===== src/rtl/mc_control_fsm.sv =====
// Multi-cycle RV32I control sequencer: FETCH/DECODE/EXEC/MEM/WB walk with a MEM wait timeout.
// Optional performance counters are enabled by defining MC_PERF_COUNTERS_EN.
module mc_control_fsm #(
  parameter int unsigned MEM_TIMEOUT = 15
) (
  input  logic        clk,
  input  logic        reset,
  input  logic [31:0] instr_in,
  input  logic        mem_ready,
  output logic [31:0] ir,
  output logic [4:0]  opcode,
  output logic        ir_we,
  output logic        pc_we,
  output logic        jump,
  output logic        rf_we,
  output logic        mem_re,
  output logic        mem_we,
  output logic        alu_src_b,
  output logic [1:0]  wb_sel,
  output logic        halted,
  output logic [2:0]  state
`ifdef MC_PERF_COUNTERS_EN
  ,
  output logic [31:0] cycle_cnt,
  output logic [31:0] instret_cnt
`endif
);

  typedef enum logic [2:0] {
    S_FETCH  = 3'd0,
    S_DECODE = 3'd1,
    S_EXEC   = 3'd2,
    S_MEM    = 3'd3,
    S_WB     = 3'd4,
    S_TRAP   = 3'd7
  } state_t;

  localparam logic [4:0] OP_LOAD   = 5'b00000;
  localparam logic [4:0] OP_STORE  = 5'b01000;
  localparam logic [4:0] OP_OP     = 5'b01100;
  localparam logic [4:0] OP_OPIMM  = 5'b00100;
  localparam logic [4:0] OP_BRANCH = 5'b11000;
  localparam logic [4:0] OP_JAL    = 5'b11011;
  localparam logic [4:0] OP_JALR   = 5'b11001;
  localparam logic [4:0] OP_LUI    = 5'b01101;
  localparam logic [4:0] OP_AUIPC  = 5'b00101;

  state_t      state_q, state_d;
  logic [31:0] wait_cnt;
  logic        is_load, is_store, is_branch, is_jump, legal, imm_b, mem_timeout;
  logic        ir_we_d, pc_we_d, jump_d, rf_we_d, mem_re_d, mem_we_d, alu_b_d;
  logic [1:0]  wb_sel_d;

  assign opcode    = ir[6:2];
  assign is_load   = (opcode == OP_LOAD);
  assign is_store  = (opcode == OP_STORE);
  assign is_branch = (opcode == OP_BRANCH);
  assign is_jump   = (opcode == OP_JAL) || (opcode == OP_JALR);
  assign legal     = (ir[1:0] == 2'b11) &&
                     (is_load || is_store || is_branch || is_jump ||
                      opcode == OP_OP || opcode == OP_OPIMM ||
                      opcode == OP_LUI || opcode == OP_AUIPC);
  assign imm_b     = is_load || is_store || opcode == OP_OPIMM ||
                     opcode == OP_LUI || opcode == OP_AUIPC || opcode == OP_JALR;

  // A ready arriving in the cycle that would have timed out still completes the access.
  assign mem_timeout = (MEM_TIMEOUT != 0) && !mem_ready &&
                       ((wait_cnt + 32'd1) == MEM_TIMEOUT);

  always_ff @(posedge clk or negedge reset) begin
    if (!reset) begin
      state_q  <= S_FETCH;
      ir       <= 32'h0000_0013;
      wait_cnt <= '0;
    end else begin
      state_q <= state_d;
      if (ir_we_d) ir <= instr_in;
      if (state_q != S_MEM) wait_cnt <= '0;
      else if (!mem_ready)  wait_cnt <= wait_cnt + 32'd1;
    end
  end

  always_comb begin
    state_d  = state_q;
    ir_we_d  = 1'b0;
    pc_we_d  = 1'b0;
    jump_d   = 1'b0;
    rf_we_d  = 1'b0;
    mem_re_d = 1'b0;
    mem_we_d = 1'b0;
    alu_b_d  = 1'b0;
    wb_sel_d = 2'b00;
    case (state_q)
      S_FETCH: begin
        ir_we_d = 1'b1;
        state_d = S_DECODE;
      end
      S_DECODE: state_d = legal ? S_EXEC : S_TRAP;
      S_EXEC: begin
        alu_b_d = imm_b;
        if (is_branch) begin
          pc_we_d = 1'b1;
          state_d = S_FETCH;
        end else if (is_load || is_store) begin
          state_d = S_MEM;
        end else begin
          state_d = S_WB;
        end
      end
      S_MEM: begin
        alu_b_d  = imm_b;
        mem_re_d = is_load;
        mem_we_d = is_store;
        if (mem_ready) begin
          if (is_load) begin
            state_d = S_WB;
          end else begin
            pc_we_d = 1'b1;
            state_d = S_FETCH;
          end
        end else if (mem_timeout) begin
          state_d = S_TRAP;
        end
      end
      S_WB: begin
        alu_b_d  = imm_b;
        rf_we_d  = 1'b1;
        pc_we_d  = 1'b1;
        jump_d   = is_jump;
        wb_sel_d = is_jump ? 2'b10 : (is_load ? 2'b01 : 2'b00);
        state_d  = S_FETCH;
      end
      S_TRAP:  state_d = S_TRAP;
      default: state_d = S_TRAP;
    endcase
  end

  // Strobes are held low for as long as reset is asserted, not just at the edge.
  assign ir_we     = reset & ir_we_d;
  assign pc_we     = reset & pc_we_d;
  assign jump      = reset & jump_d;
  assign rf_we     = reset & rf_we_d;
  assign mem_re    = reset & mem_re_d;
  assign mem_we    = reset & mem_we_d;
  assign alu_src_b = reset & alu_b_d;
  assign wb_sel    = reset ? wb_sel_d : 2'b00;
  assign halted    = (state_q == S_TRAP);
  assign state     = state_q;

`ifdef MC_PERF_COUNTERS_EN
  always_ff @(posedge clk or negedge reset) begin
    if (!reset) begin
      cycle_cnt   <= '0;
      instret_cnt <= '0;
    end else begin
      if (state_q != S_TRAP) cycle_cnt <= cycle_cnt + 32'd1;
      if (pc_we_d)           instret_cnt <= instret_cnt + 32'd1;
    end
  end
`endif

endmodule


===== config.mk =====
export PLATFORM = sky130hd
export DESIGN_NAME = mc_control_fsm
export DESIGN_NICKNAME = d
export VERILOG_FILES = /design/src/rtl/mc_control_fsm.sv
export SDC_FILE = /design/constraint.sdc
export NUM_CORES = 1
export LEC_CHECK = 0
export ABC_CLOCK_PERIOD_IN_PS = 6100
export CAP_MARGIN = 15
export CORE_UTILIZATION = 30
export DETAILED_ROUTE_END_ITERATION = 12
export GPL_TIMING_DRIVEN = 0
export PLACE_DENSITY_LB_ADDON = 0.25
export SLEW_MARGIN = 20
export SYNTH_ARGS = -nofsm -noshare
export SYNTH_HDL_FRONTEND = slang
export SYNTH_SLANG_ARGS = --single-unit

===== constraint.sdc =====
create_clock -name clk -period 6.1 [get_ports clk]
set_input_delay 1.83 -clock clk [delete_from_list [all_inputs] [get_ports clk]]
set_output_delay 1.83 -clock clk [all_outputs]
set_load 0.02 [all_outputs]

# After elaboration in Yosys (flattened, before gate mapping)
# Cells that the tools add are included.
# W data, S select, Z words.
[classes] n_mul=0 div=0 n_mux=23 eq_ne=18 shifts=0 n_reduce_logical=18 n_bitwise=7 n_addsub=1 order_cmp=0
[op_table] operator="$mux W32" n=2
[op_table] operator="$add A32 B1 Y32 const B" n=1
[op_table] operator="$eq A32 B4 Y1 const B" n=1
[op_table] operator="$mux W3" n=6
[op_table] operator="$eq A5 B4 Y1 const B" n=3
[op_table] operator="$eq A5 B5 Y1 const B" n=3
[op_table] operator="$pmux W3 S5" n=1
[op_table] operator="$logic_or A1 B1 Y1" n=12
[op_table] operator="$eq A5 B3 Y1 const B" n=2
[op_table] operator="$mux W1" n=10
[op_table] operator="$and A1 B1 Y1" n=7
[op_table] operator="$eq A3 B2 Y1 const B" n=2
[op_table] operator="$eq A3 B3 Y1 const B" n=2
[op_table] operator="$mux W2" n=3
[op_table] operator="$logic_not A5 Y1" n=1
[op_table] operator="$eq A3 B1 Y1 const B" n=1
[op_table] operator="$logic_not A3 Y1" n=1
[op_table] operator="$ne A3 B2 Y1 const B" n=1
[op_table] operator="$ne A3 B3 Y1 const B" n=1
[op_table] operator="$pmux W1 S3" n=1
[op_table] operator="$reduce_or A3 Y1" n=1
[op_table] operator="$eq A2 B2 Y1 const B" n=1
[op_table] operator="$logic_and A1 B1 Y1" n=2
[op_table] operator="$ne A2 B1 Y1 const B" n=1
[op_table] operator="$logic_not A1 Y1" n=1
[totals] memories=0 rom_bits=0 output_inout_bits=50 mem_bits_rw=0 word_cells=70 in_bits=35 latchBits=0 register_bits=67

# Longest topological paths before layout
[logic_depth] word_depth=11 depth_mapped=9 mapped_depth_nobuf=8

# Worst setup path after synthesis
# Ideal clock, no wire load.
[synth_timing] kind="input -> output" startpoint="input mem_ready" endpoint="output pc_we" path_buffers=2 path_stages=4 arrival_ns=2.768 required_ns=4.270 slack_ns=1.502 path_cell_list="clkbuf_1 -> clkbuf_1 -> a31oi_1 -> nor2_1"
[synth_via] elab_chain_cells=3
[synth_lines] item="start, declared" line_no="9" rtl="input logic mem_ready,"
[synth_lines] item="$mux W1" line_no="114" rtl="if (mem_ready) begin"
[synth_lines] item="$pmux W1 S3" line_no="93" rtl="case (state_q)"
[synth_lines] item="$and A1 B1 Y1" line_no="140" rtl="assign pc_we = reset & pc_we_d;"
[synth_lines] item="end, declared" line_no="13" rtl="output logic pc_we,"
# Every way passes these cells.

# Worst setup path after layout
# Ends and elaborated chain as after synthesis.

==> results.yml <==
worst_setup_path:
  path_class: "in2out"
  crit_buf_inv: 3
  cp_max_fo: 10
  cpMaxStageDelayCell: "clkdlybuf4s50_1"
  cp_common_cell: "clkbuf_1"
  cp-start-kind: "input pin"
  arrival_ns: 3.63
  required_ns: 4.27
  crit_family: "buffers and inverters"
  worstPathCellList: "clkbuf_1 > clkbuf_1 > a31oi_1 > nor2_1 > clkdlybuf4s50_1"
  critPathCaptureType: "output pin"
  max_stage_delay_ns: 0.63
sta:
  final.min_clock_period_ns: 5.460
  skew_ns: 0.008697
  rsz0062_at_grt: "false"
  worst_slew_pin_slew_ns: 0.9624
  layout_setup_ws_ns: 0.6405
  hold_viol: 0
  finalCritPeriodShare: 0.8950
  slew_violations: 0
  setup_viol: 0
  max_freq_mhz: 183.2
  slew_headroom: 0.3534
die:
  fp.dieArea_um2: 12990
  rows: 40
  die_w_um: 114.0
  dieHeight_um: 114.0
  num_io_pins: 85
  initial_core_util: 0.3106
  fp.coreArea_um2: 12110
layout:
  final_cells: 666
  final_cell_mix: "82 x clkdlybuf4s50_1, 64 x dfrtp_1, 63 x nor2_1"
  diodes: 0
  area_delta_synth_final_pct: 36.65
  final_layout_size_suffix_gt1_frac: 0.1506
  fin_util: 0.4245
  fin_nets: 530
  layout_commonest_cell: "clkdlybuf4s50_1"
synthesis:
  postSynthCellCount: 398
  synthFlopType: "dfrtp_1"
  synth_top_area_cell: "dfrtp_1"
  synth-edff-count: 0
  synth_compound_area_frac: 0.07183
  synth-xor-area-share: 0.08846
  synth.yosys.seq_area_share: 0.4466
  postSynth.asyncResetShare: 1.000
  synth_top_area_share: 0.4257
  synth.mux.area_fraction: 0.09245
  synth_cell_types: 50
  ys_seq_elements: 67
  synthAdderAreaFrac: 0.006651
  synth_top_family_by_area: "simple AND/OR/NAND/NOR gates"
  synth_area_um2: 3762
  synth_area_per_cell_um2: 9.453
  yosys_warnings: 0
  synth.area.top_cells: "dfrtp_1 43%, mux2_2 9.0%, nor2_1 6.3%, xnor2_1 5.4%, xor2_1 3.5%"
  synth-simple-area-share: 0.2454
  syn_nets: 435
global_route:
  busiest_layer: "met2"
  grt_use_met3: 0.03507
  gr-total-overflow: 0
  use_met1: 0.2063
  first_global_vias: 3327
  grt_pass1_wl_um: 16590
  grtUsageTotal: 0.1631
  antenna_found_initial: 0
  grt_util_met2: 0.2691
  grt_max_degree: 53
drt:
  wl_per_cell_um: 14.33
  dr.pass1.iters: 5
  via_per_inst: 4.923
  routed_wl_um: 9542
  drt_iter0_markers: 159
  drc: 0
  final_antenna_net_count: 0
  num_vias: 3279
clock_tree:
  post_cts_resized: 0
  clock_sinks: 67
  cts.htree.levels: 3
  clock_latency_ns: 0.34
  root_buffer: "clkbuf_16"
  post-cts-setup-buffers: 0
  cts_buffer_depth: 2
  cts.hold.buffers_added: 0
  clkTransAtPathRegs_ns: 0.05
  cts_made_buffers: 9
  cts_tree: "done"
placed_design:
  pre_cts_slack_ns: 0.6282
  dp.cells: 650
  portBuffers: 83
  gp_congestion: 0.9131
  hpwlAfterDp_um: 7020
power_and_ir_drop:
  leakage_nw: 2.024
  power_density_nw_per_um2: 371.2
  ir_drop_v: 0.0001911
worst_hold_path:
  hold_class: "reg2reg"
run_status:
  status: "complete, no violations"
run:
  drv_cap: 0
## area by class of cell
type	instances	area, um^2
fillers	1237	6970
multi-input cells	295	1899
flip-flops and latches	67	1680
repair buffers	84	855.8
clock buffers	11	252.7
well taps	168	210.2
plain buffers	28	152.6
clock inverters	5	60.06
inverters	8	30.03
## synthesized netlist by cell type, types with 3 or more instances
master and instances:
nor2_1 63, clkbuf_1 14, nand4_1 10, xor2_1 15, inv_1 8, nor3b_1 3
a21oi_1 6, and3_1 8, a31oi_1 4, mux2_2 30, xnor2_1 23, nand2_1 32
and2_1 5, dfrtp_1 64, nor3_1 16, or3_1 3, o21ai_0 11, nor4_1 8
dfstp_2 3, nand3_1 19, buf_2 5, buf_4 7
## state kept, by name (all words and copies together), names as in the netlist
| register | cells |
|---|---|
| ir | 32 |
| wait_cnt | 32 |
| state | 3 |
## worst reg2reg max path: cells and delay by family (launching register included)
| kind | cells | cell delay (ns) |
|---|---|---|
| compound gates | 3 | 0.89 |
| simple gates | 3 | 0.78 |
| flops | 1 | 0.40 |
| fa+ha+maj | 1 | 0.27 |
| buf+inv | 1 | 0.17 |
| xor+xnor | 1 | 0.12 |
## where the power goes
| part | internal, mW | total (mW) | switching, mW |
|---|---|---|---|
| combinational | 0.362 | 0.722 | 0.360 |
| sequential | 0.561 | 0.644 | 0.0823 |
| clock | 0.340 | 0.543 | 0.203 |
| total | 1.26 | 1.91 | 0.645 |
## routing by layer
metal | share of wire | vias up
met5 | 0 | -
met4 | 0.021 | 0
met3 | 0.046 | 14
met2 | 0.49 | 84
met1 | 0.44 | 1613
li1 | - | 1568
## through the flow
stage	TNS [ns]	hold slack (ns)	power [mW]	area (um^2)
2_1_floorplan	0	0.5290	1.017	3762
3_3_place_gp	-14.52	0.4897	1.366	4803
3_5_place_dp	0	0.4942	1.378	4828
4_1_cts	0	0.5073	1.929	5141
5_1_grt	0	0.5253	2.001	5141
6_report	0	0.5026	1.908	5141
## worst paths after layout
check	start	to	slack (ns)	cells past startpoint
hold / removal	ir[15]	ir[15]	0.50	1
setup / recovery	mem_ready	pc_we	0.64	5
max in group asynchronous	reset	ir[4]	4.13	2
hold reg to reg	ir[15]	ir[15]	0.50	1
min in group asynchronous	reset	ir[16]	1.38	1
setup reg to reg	wait_cnt[0]	state[2]	3.39	9
## cells by family (layout without fill, tap and decap cells)
group,count (synthesis),in the layout
AOI/OAI and AO/OA,39,39
xor gates and xnor gates,38,38
adders and majority gates,2,2
buffers and inverters,36,136
DFF,67,67
muxes,31,31
and+or+nand+nor,185,185
Power figures use the tool's default switching activity.
